<file path="src/rtl/ad9866_pkg.sv">
// Shared constants, register map and FSM encoding for the AD9866 serial-port responder.
package ad9866_pkg;

  localparam int NUM_REGS       = 20;
  localparam int MIN_OVERSAMPLE = 4;

  localparam logic [4:0] REG_COUNT    = 5'd20;
  localparam logic [4:0] ADDR_SPI_CFG = 5'h00;
  localparam logic [4:0] ADDR_RX_CTRL = 5'h07;
  localparam logic [4:0] ADDR_RX_GAIN = 5'h09;
  localparam logic [4:0] ADDR_TX_GAIN = 5'h0a;
  localparam logic [4:0] CAL_CYCLES   = 5'd16;

  localparam logic [7:0] REG_RESET [NUM_REGS] = '{default: 8'h00};

  typedef enum logic [2:0] {
    ST_IDLE   = 3'd0,
    ST_HDR    = 3'd1,
    ST_DATA_W = 3'd2,
    ST_DATA_R = 3'd3,
    ST_DONE   = 3'd4
  } state_t;

  // A frame targets a real register only with length 00 and an implemented address.
  function automatic logic addr_ok(input logic [4:0] addr, input logic [1:0] len);
    return (len == 2'b00) && (addr < REG_COUNT);
  endfunction

endpackage

</file>
<file path="src/rtl/ad9866_spi_sync.sv">
// Input conditioning for the SPI pins: register (or 2-flop synchronize when
// AD9866_SPI_SYNC_EN is defined) and produce sclk edge pulses.
module ad9866_spi_sync (
  input  logic clk,
  input  logic reset,
  input  logic sclk,
  input  logic sen_n,
  input  logic sdio,
  output logic sclk_rise,
  output logic sclk_fall,
  output logic sen_n_lvl,
  output logic sdio_lvl
);

  logic sclk_in_s;
  logic sen_n_in_s;
  logic sdio_in_s;
  logic sclk_stg_r;
  logic sclk_prev_r;
  logic sen_n_stg_r;
  logic sdio_stg_r;

`ifdef AD9866_SPI_SYNC_EN
  logic [1:0] sync_sclk_r;
  logic [1:0] sync_sen_n_r;
  logic [1:0] sync_sdio_r;

  // Two-flop synchronizers for a master in an unrelated clock domain.
  always_ff @(posedge clk or posedge reset) begin
    if (reset) begin
      sync_sclk_r  <= 2'b00;
      sync_sen_n_r <= 2'b11;
      sync_sdio_r  <= 2'b00;
    end else begin
      sync_sclk_r  <= {sync_sclk_r[0], sclk};
      sync_sen_n_r <= {sync_sen_n_r[0], sen_n};
      sync_sdio_r  <= {sync_sdio_r[0], sdio};
    end
  end

  assign sclk_in_s  = sync_sclk_r[1];
  assign sen_n_in_s = sync_sen_n_r[1];
  assign sdio_in_s  = sync_sdio_r[1];
`else
  assign sclk_in_s  = sclk;
  assign sen_n_in_s = sen_n;
  assign sdio_in_s  = sdio;
`endif

  // Common register stage plus the delayed sclk copy used for edge detection.
  always_ff @(posedge clk or posedge reset) begin
    if (reset) begin
      sclk_stg_r  <= 1'b0;
      sclk_prev_r <= 1'b0;
      sen_n_stg_r <= 1'b1;
      sdio_stg_r  <= 1'b0;
    end else begin
      sclk_stg_r  <= sclk_in_s;
      sclk_prev_r <= sclk_stg_r;
      sen_n_stg_r <= sen_n_in_s;
      sdio_stg_r  <= sdio_in_s;
    end
  end

  assign sclk_rise = sclk_stg_r & ~sclk_prev_r;
  assign sclk_fall = ~sclk_stg_r & sclk_prev_r;
  assign sen_n_lvl = sen_n_stg_r;
  assign sdio_lvl  = sdio_stg_r;

endmodule

</file>
<file path="src/rtl/ad9866_spi_responder.sv">
// AD9866 serial control port model: 16-bit frame decode, 20-entry register file,
// read-back on sdo and a write-event stream. Optional macro: AD9866_SPI_SYNC_EN.
module ad9866_spi_responder (
  input  logic       clk,
  input  logic       reset,
  input  logic       sclk,
  input  logic       sen_n,
  input  logic       sdio,
  output logic       sdo,
  output logic       sdo_oe,
  output logic [5:0] rx_gain,
  output logic [5:0] tx_gain,
  output logic       four_wire,
  output logic       wr_strobe,
  output logic [4:0] wr_addr,
  output logic [7:0] wr_data,
  output logic       frame_abort
);
  import ad9866_pkg::*;

  logic        sclk_rise_s;
  logic        sclk_fall_s;
  logic        sen_n_s;
  logic        sdio_s;
  state_t      state_r;
  state_t      state_nxt_s;
  logic [15:0] shift_r;
  logic [15:0] shift_nxt_s;
  logic [4:0]  bit_cnt_r;
  logic [7:0]  regs_r [NUM_REGS];
  logic [7:0]  rd_buf_r;
  logic [7:0]  rd_val_s;
  logic [4:0]  cal_cnt_r;
  logic        hdr_done_s;
  logic        frame_end_s;
  logic        abort_s;
  logic        commit_s;
  logic        rd_load_s;
  logic        four_wire_s;
  logic [4:0]  wr_addr_s;
  logic [7:0]  wr_data_s;
  logic        sdo_r;
  logic        sdo_oe_r;
  logic        wr_strobe_r;
  logic [4:0]  wr_addr_r;
  logic [7:0]  wr_data_r;
  logic        frame_abort_r;

  ad9866_spi_sync u_sync (
    .clk       (clk),
    .reset     (reset),
    .sclk      (sclk),
    .sen_n     (sen_n),
    .sdio      (sdio),
    .sclk_rise (sclk_rise_s),
    .sclk_fall (sclk_fall_s),
    .sen_n_lvl (sen_n_s),
    .sdio_lvl  (sdio_s)
  );

  // The shift value including the bit arriving this cycle lets decode happen on the edge itself.
  assign shift_nxt_s = {shift_r[14:0], sdio_s};
  assign hdr_done_s  = sclk_rise_s && (bit_cnt_r == 5'd7);
  assign frame_end_s = sclk_rise_s && (bit_cnt_r == 5'd15);
  assign four_wire_s = regs_r[ADDR_SPI_CFG][7];
  assign wr_addr_s   = shift_nxt_s[12:8];
  assign wr_data_s   = shift_nxt_s[7:0];

  // Frame FSM next state and event decode; a completed frame wins over a late sen_n rise.
  always_comb begin
    state_nxt_s = state_r;
    abort_s     = 1'b0;
    commit_s    = 1'b0;
    rd_load_s   = 1'b0;
    case (state_r)
      ST_IDLE: begin
        if (!sen_n_s) state_nxt_s = ST_HDR;
        else          state_nxt_s = ST_IDLE;
      end
      ST_HDR: begin
        if (hdr_done_s) begin
          state_nxt_s = shift_nxt_s[7] ? ST_DATA_R : ST_DATA_W;
          rd_load_s   = shift_nxt_s[7];
        end else if (sen_n_s) begin
          state_nxt_s = ST_IDLE;
          abort_s     = 1'b1;
        end else begin
          state_nxt_s = ST_HDR;
        end
      end
      ST_DATA_W, ST_DATA_R: begin
        if (frame_end_s) begin
          state_nxt_s = ST_DONE;
          commit_s    = (state_r == ST_DATA_W) && addr_ok(shift_nxt_s[12:8], shift_nxt_s[14:13]);
        end else if (sen_n_s) begin
          state_nxt_s = ST_IDLE;
          abort_s     = 1'b1;
        end else begin
          state_nxt_s = state_r;
        end
      end
      ST_DONE: begin
        if (sen_n_s) state_nxt_s = ST_IDLE;
        else         state_nxt_s = ST_DONE;
      end
      default: begin
        state_nxt_s = ST_IDLE;
      end
    endcase
  end

  // Read value snapshot taken from the header just completed.
  always_comb begin
    rd_val_s = 8'h00;
    if (addr_ok(shift_nxt_s[4:0], shift_nxt_s[6:5])) rd_val_s = regs_r[shift_nxt_s[4:0]];
    else                                              rd_val_s = 8'h00;
  end

  // Frame state, bit counter, shifter and registered event/sdo outputs.
  always_ff @(posedge clk or posedge reset) begin
    if (reset) begin
      state_r       <= ST_IDLE;
      shift_r       <= 16'h0000;
      bit_cnt_r     <= 5'd0;
      rd_buf_r      <= 8'h00;
      sdo_r         <= 1'b0;
      sdo_oe_r      <= 1'b0;
      wr_strobe_r   <= 1'b0;
      wr_addr_r     <= 5'd0;
      wr_data_r     <= 8'h00;
      frame_abort_r <= 1'b0;
    end else begin
      state_r <= state_nxt_s;
      if (sen_n_s)          bit_cnt_r <= 5'd0;
      else if (sclk_rise_s) bit_cnt_r <= bit_cnt_r + 5'd1;
      if (sclk_rise_s) shift_r <= shift_nxt_s;
      frame_abort_r <= abort_s;
      wr_strobe_r   <= commit_s;
      if (commit_s) begin
        wr_addr_r <= wr_addr_s;
        wr_data_r <= wr_data_s;
      end
      if (rd_load_s) begin
        rd_buf_r <= rd_val_s;
        sdo_r    <= four_wire_s & rd_val_s[7];
      end else if (state_nxt_s != ST_DATA_R) begin
        sdo_r <= 1'b0;
      end else if (sclk_fall_s) begin
        rd_buf_r <= {rd_buf_r[6:0], 1'b0};
        sdo_r    <= four_wire_s & rd_buf_r[6];
      end
      sdo_oe_r <= four_wire_s && (state_nxt_s == ST_DATA_R);
    end
  end

  // Register file with the self-clearing DC-offset calibration start bit.
  always_ff @(posedge clk or posedge reset) begin
    if (reset) begin
      for (int i = 0; i < NUM_REGS; i++) regs_r[i] <= REG_RESET[i];
      cal_cnt_r <= 5'd0;
    end else begin
      if (commit_s) regs_r[wr_addr_s] <= wr_data_s;
      if (commit_s && (wr_addr_s == ADDR_RX_CTRL)) begin
        cal_cnt_r <= wr_data_s[0] ? CAL_CYCLES : 5'd0;
      end else if (cal_cnt_r != 5'd0) begin
        cal_cnt_r <= cal_cnt_r - 5'd1;
        if (cal_cnt_r == 5'd1) regs_r[ADDR_RX_CTRL][0] <= 1'b0;
      end
    end
  end

  assign sdo         = sdo_r;
  assign sdo_oe      = sdo_oe_r;
  assign rx_gain     = regs_r[ADDR_RX_GAIN][5:0];
  assign tx_gain     = regs_r[ADDR_TX_GAIN][5:0];
  assign four_wire   = four_wire_s;
  assign wr_strobe   = wr_strobe_r;
  assign wr_addr     = wr_addr_r;
  assign wr_data     = wr_data_r;
  assign frame_abort = frame_abort_r;

endmodule

</file>
<file path="config.mk">
export PLATFORM = sky130hd
export DESIGN_NAME = ad9866_spi_responder
export DESIGN_NICKNAME = d
export VERILOG_FILES = /design/src/rtl/ad9866_pkg.sv /design/src/rtl/ad9866_spi_sync.sv /design/src/rtl/ad9866_spi_responder.sv
export SDC_FILE = /design/constraint.sdc
export NUM_CORES = 1
export LEC_CHECK = 0
export BUFFER_PORTS_ARGS = -buffer_cell sky130_fd_sc_hd__buf_2
export CORE_MARGIN = 5
export CORE_UTILIZATION = 56
export CTS_CLUSTER_DIAMETER = 150
export DETAILED_ROUTE_END_ITERATION = 10
export PLACE_DENSITY_LB_ADDON = 0.12
export SETUP_SLACK_MARGIN = 0.02
export SLEW_MARGIN = 20
export SYNTH_ARGS = -nofsm -noshare
export SYNTH_HDL_FRONTEND = slang
export SYNTH_SLANG_ARGS = --single-unit
</file>
<file path="constraint.sdc">
create_clock -name clk -period 6.25 [get_ports clk]
set_input_delay 0.625 -clock clk [delete_from_list [all_inputs] [get_ports clk]]
set_output_delay 0.625 -clock clk [all_outputs]
set_load 0.02 [all_outputs]
</file>
# Word-level counts from Yosys, hierarchy flattened
# Cells that the tools add are included.
[totals] ff_bits=215 elab_cells=117
[classes] add_sub_neg=2 magnitude_cmp=5 n_eq_ne=11 n_mux=37 n_bitwise=8 reduce_logical=18
[ops] cell="$bwmux W160" count=1
[ops] cell="$mux W97" count=1
[ops] cell="$bmux W8 S5" count=1
[ops] cell="$demux W8 S5" count=1
[ops] cell="$mux W8" count=4
[ops] cell="$mux W5" count=5
[ops] cell="$mux W7" count=3
[ops] cell="$mux W1" count=15
[ops] cell="$ge A6 B6 Y1 const B" count=2
[ops] cell="$not A5 Y6" count=2
[ops] cell="$pmux W3 S4" count=1
[ops] cell="$eq A5 B3 Y1 const B" count=2
[ops] cell="$lt A5 B5 Y1 const B" count=2
[ops] cell="$eq A3 B2 Y1 const B" count=3
[ops] cell="$mux W3" count=3
[ops] cell="$logic_and A1 B1 Y1" count=8
[ops] cell="$lt A6 B1 Y1 const B" count=1
[ops] cell="$reduce_bool A2 Y1" count=3
[ops] cell="$add A5 B1 Y5 const B" count=1
[ops] cell="$eq A5 B1 Y1 const B" count=1
[ops] cell="$eq A5 B4 Y1 const B" count=1
[ops] cell="$reduce_bool A5 Y1" count=1
[ops] cell="$sub A5 B1 Y5 const B" count=1
[ops] cell="$and A1 B1 Y1" count=4
[ops] cell="12 further kinds" count=14

# Longest topological paths before layout
[depth] depth_word=10 mapped_depth=10

# Cells and area by module
# Synthesis repeated with hierarchy kept, for this count alone.
[unflattened] cells_unflattened=715 hier_area_um2=9920.8
[modules_own_cells] module="ad9866_spi_responder" n_inst=1 cells_each=708 area_per_inst_um2=9800.6 seq_area_each_um2=5280.1
[modules_own_cells] module="ad9866_spi_sync" n_inst=1 cells_each=7 area_per_inst_um2=120.1 seq_area_each_um2=101.3

# Worst setup path after synthesis
# OpenSTA, ideal clock, no wires.
[synth_timing] kind="reg2reg" start="register bit_cnt_r[0]" end="register regs_r[24] in the netlist's numbering" arrival_time_ns=2.234 required_time_ns=6.125 path_slack_ns=3.892 stages_incl_launch_ff=10 path_buffers=1 period_less_slack_ns=2.358 path_cell_list="dfrtp_1 ha_1 and3_1 ha_1 and3b_1 nand4_2 buf_4 clkinv_2 nand3_2 mux2_2"
[synth_between] elab_chain_len=4
[synth_rtl] element="start: declaration" line="ad9866_spi_responder.sv:29" source="logic [4:0] bit_cnt_r;"
[synth_rtl] element="start signal: assignment" line="ad9866_spi_responder.sv:135" source="else if (sclk_rise_s) bit_cnt_r <= bit_cnt_r + 5'd1;"
[synth_rtl] element="$eq A5 B4 Y1" line="ad9866_spi_responder.sv:64" source="assign frame_end_s = sclk_rise_s && (bit_cnt_r == 5'd15);"
[synth_rtl] element="$logic_and A1 B1 Y1" line="ad9866_spi_responder.sv:64"
[synth_rtl] element="$mux W1" line="ad9866_spi_responder.sv:92" source="if (frame_end_s) begin"
[synth_rtl] element="$mux W1" line="ad9866_spi_responder.sv:75" source="case (state_r)"
[synth_rtl] element="end signal: indexed assignment" line="ad9866_spi_responder.sv:162" source="if (commit_s) regs_r[wr_addr_s] <= wr_data_s;"
[synth_rtl] element="end: declaration" line="ad9866_spi_responder.sv:30" source="logic [7:0] regs_r [NUM_REGS];"
# Every way passes these cells.
# A chain may end at the register's enable or synchronous reset.

# Worst setup path in the final report
[layout_timing] start="register bit_cnt_r[0]" end="register regs_r[59] in the netlist's numbering"
# Same word-level chain as after synthesis.

==> out/metrics.yaml <==
nNetsFinal: 794
drt_pass1_iterations: 5
drt-wirelength-per-cell_um: 21.7
n_antenna_cell: 0
postSynth.topFlopCell: "sky130_fd_sc_hd__dfrtp_1"
post_cts_hold_buffer_count: 0
synth_warnings: 0
signed_area_change_from_the_synthesized_netlist_to_the_final_layout_pct: 10.6
die-width_um: 144
setup_repair_after_global_routing_missed_its_margin: "false"
port_buffers: 34
routed_vias: 6127
synth_edf_count: 0
finalCritPeriodShare_pct: 53.3
synthDistinctLibCells: 54
synth_seq_area_share_pct: 53.4
grt_util_met1_pct: 31.2
critical_path.endpoint_type: "flop"
critical_path.startpoint_type: "flop"
post_synthesis_cell_count: 778
totalNegativeSetupSlack_ns: 0
post_cts_resize_count: 0
post_synthesis_instance_area_um2: 10100
synth_top_cells_by_area: "sky130_fd_sc_hd__dfrtp_1 53%, sky130_fd_sc_hd__mux2_2 21%, sky130_fd_sc_hd__mux4_2 5.1%, sky130_fd_sc_hd__nand2_1 3.9%, sky130_fd_sc_hd__buf_4 1.3%"
finalClockSkew_ns: 0.0103
grtUsageMet3_pct: 3.37
insertion_delay_of_the_later_clocked_pin_in_the_worst_skew_pair_ns: 0.51
worstPathCellList: "ha_1, and3_1, ha_1, and3b_1, nand4_2, nor4_4, mux2_2"
post-cts-setup-buffer-count: 0
number_of_endpoints_failing_setup_at_the_final_stage: 0
final_layout_size_suffix_gt1_share_pct: 41.6
mostFrequentLayoutCells: "212 x sky130_fd_sc_hd__dfrtp_1, 189 x sky130_fd_sc_hd__mux2_2, 104 x sky130_fd_sc_hd__nand2_1, 34 x sky130_fd_sc_hd__buf_2, 25 x sky130_fd_sc_hd__clkbuf_16"
leakage_power_nw: 5.64
worst_setup_hold_path_clk_slew_ns: 0.06
max_clock_freq_ghz: 0.300
timing.critical_path.slowest_stage_cell: "sky130_fd_sc_hd__nor4_4"
worst_path_dominant_cell_family: "simple AND/OR/NAND/NOR gates"
post-route-util_pct: 62.5
design.core.area_um2: 17800
timing.hold.worst.class: "in2async"
hold_viol: 0
worst-slew-pin-transition_ns: 1.06
critPathBufInv: 0
initial_antenna_violation_count: 0
synth.largest_area_cell: "sky130_fd_sc_hd__dfrtp_1"
synth_top_area_share_pct: 53.2
placement.setup.worst_slack_ns: 2.99
peak_usage_layer_in_the_global_routing_report: "met2"
htree_levels: 1
postSynthAreaPerCell_um2: 12.9
final.setup.worst_slack_ns: 2.92
design.die.area_um2: 20800
numCtsBuffers: 24
crit_path_frequent_cell: "sky130_fd_sc_hd__ha_1"
synthArstFlopShare_pct: 100
num_rows: 49
synth-seq-cells: 215
gr-usage-all-layers_pct: 22.5
rr_startpoint: "bit_cnt_r[0]"
cts-root-to-sink-buffers: 3
critical_path.max_fanout: 22
remaining_max_slew_budget_at_the_tightest_pin_pct: 28.6
powerDensity_nw_per_um2: 289
report.final.slew_viol_count: 0
reg2reg_to: "regs_r[59]"
final_common_cell: "sky130_fd_sc_hd__dfrtp_1"
drc: 0
viasPerCell: 5.94
globalRouteOverflowTotal: 0
gp_congestion: 0.796
clkSinkCount: 215
critical_path_required_ns: 6.64
num_ports: 35
floorplan.initialDensity_pct: 56.5
finalHoldWorstSlack_ns: 0.111
dpl.hpwl_um: 14200
cts_tree: "built"
overall_die_height_um: 144
cap_viol_max_count: 0
finalWirelength_um: 22400
critPathMaxStageDelay_ns: 0.91
synth_nets: 788
cts_root_buffer: "sky130_fd_sc_hd__clkbuf_16"
run_status: "finished, final reports clean"
timing.reg2reg.setup_slack_ns: 2.92
detail-route-antenna-nets: 0
worstSetupPathType: "reg2reg"
vdd.ir_drop.worst_mv: 0.257
reg2reg_depth: 7
critical_path_arrival_ns: 3.72
drt-initial-drc-count: 407
number_of_global_route_vias_before_repair: 6483
grt.met2_usage_pct: 37.3
first_pass_grt_wire_length_um: 36400
finalCriticalPeriod_ns: 3.33
maximum_number_of_pins_on_one_net_before_global_route_repair: 121
-- layer usage --
| layer | vias to the layer above | wire length, µm | share of wire (%) |
|---|---|---|---|
| met5 | - | 0 | 0 |
| met1 | 3191 | 9650 | 43 |
| met4 | 0 | 613 | 2.7 |
| met2 | 141 | 11200 | 50 |
| met3 | 39 | 930 | 4.2 |
| li1 | 2756 | - | - |
-- logic make-up (layout without fill, tap and decap cells) --
logic type               count (synthesis)  in the layout  synth area share (%)
AND/OR/NAND/NOR                        201            201                  10.6
buffers and inverters                   71             95                  3.68
XOR/XNOR                                 5              5                 0.435
flip-flops                             215            215                  53.4
multiplexers                           229            229                  28.1
AO/OA/AOI/OAI                           52             52                  3.24
adder cells (fa/ha/maj)                  5              5                 0.621
-- state kept, by name, indices dropped and copies added, names as in the netlist, 3 cells and up --
register	flops
wr_addr	5
cal_cnt_r	5
shift_r	14
regs_r	147
bit_cnt_r	5
state_r	3
tx_gain	6
wr_data	8
rx_gain	6
rd_buf_r	7
-- cells in the mapped netlist, types with 3 or more instances --
library cell,n
sky130_fd_sc_hd__nor3_1,10
sky130_fd_sc_hd__o21ai_0,6
sky130_fd_sc_hd__nand3b_1,4
sky130_fd_sc_hd__clkbuf_1,27
sky130_fd_sc_hd__buf_4,17
sky130_fd_sc_hd__buf_2,13
sky130_fd_sc_hd__nand2b_1,8
sky130_fd_sc_hd__mux2_1,8
sky130_fd_sc_hd__nor2_1,21
sky130_fd_sc_hd__ha_1,5
sky130_fd_sc_hd__a31oi_1,7
sky130_fd_sc_hd__nor3b_1,3
sky130_fd_sc_hd__nand2_2,8
sky130_fd_sc_hd__xnor2_1,3
sky130_fd_sc_hd__nand2_1,104
sky130_fd_sc_hd__o22ai_1,16
sky130_fd_sc_hd__a21oi_1,13
sky130_fd_sc_hd__buf_6,3
sky130_fd_sc_hd__nor4_1,4
sky130_fd_sc_hd__nor3_4,3
sky130_fd_sc_hd__buf_1,4
sky130_fd_sc_hd__inv_1,6
sky130_fd_sc_hd__nand3_2,4
sky130_fd_sc_hd__and2_1,4
sky130_fd_sc_hd__mux2_2,189
sky130_fd_sc_hd__nor2b_1,3
sky130_fd_sc_hd__dfrtp_1,214
sky130_fd_sc_hd__mux4_2,23
sky130_fd_sc_hd__or2_2,8
sky130_fd_sc_hd__mux2i_1,9
-- final cells by class --
cell class / instances / area [µm²]
Timing Repair Buffer: 44 / 262
Sequential cell: 215 / 5390
Fill cell: 1372 / 6700
Multi-Input combinational cell: 492 / 4320
Inverter: 7 / 31.3
Tap cell: 229 / 287
Clock buffer: 36 / 737
Clock inverter: 8 / 119
-- metrics by stage --
stage	std cells	total power, W	cell area (µm²)
finish	1031	0.00323	11100
global route	1031	0.00334	11100
CTS	1031	0.00325	11100
detailed placement	987	0.00176	10300
global placement	987	0.00175	10300
floorplan	778	0.00166	10100
-- worst max path at each step --
stage                      start      endpoint  depth (start not counted)
finish              bit_cnt_r[0]    regs_r[59]                          7
global route        bit_cnt_r[0]    regs_r[65]                          8
CTS                 bit_cnt_r[0]    regs_r[65]                          8
detailed placement  bit_cnt_r[0]    regs_r[59]                          7
global placement    bit_cnt_r[0]    regs_r[63]                          7
floorplan                  reset  bit_cnt_r[0]                          1
-- power breakdown --
group | internal (W) | switching (W) | total, W | leakage (nW)
registers | 0.00141 | 0.0000442 | 0.00146 | 2.98
clock network | 0.000936 | 0.000556 | 0.00149 | 0.425
logic | 0.0000717 | 0.000204 | 0.000276 | 2.23
No activity file was read; power rests on OpenSTA's default activity.
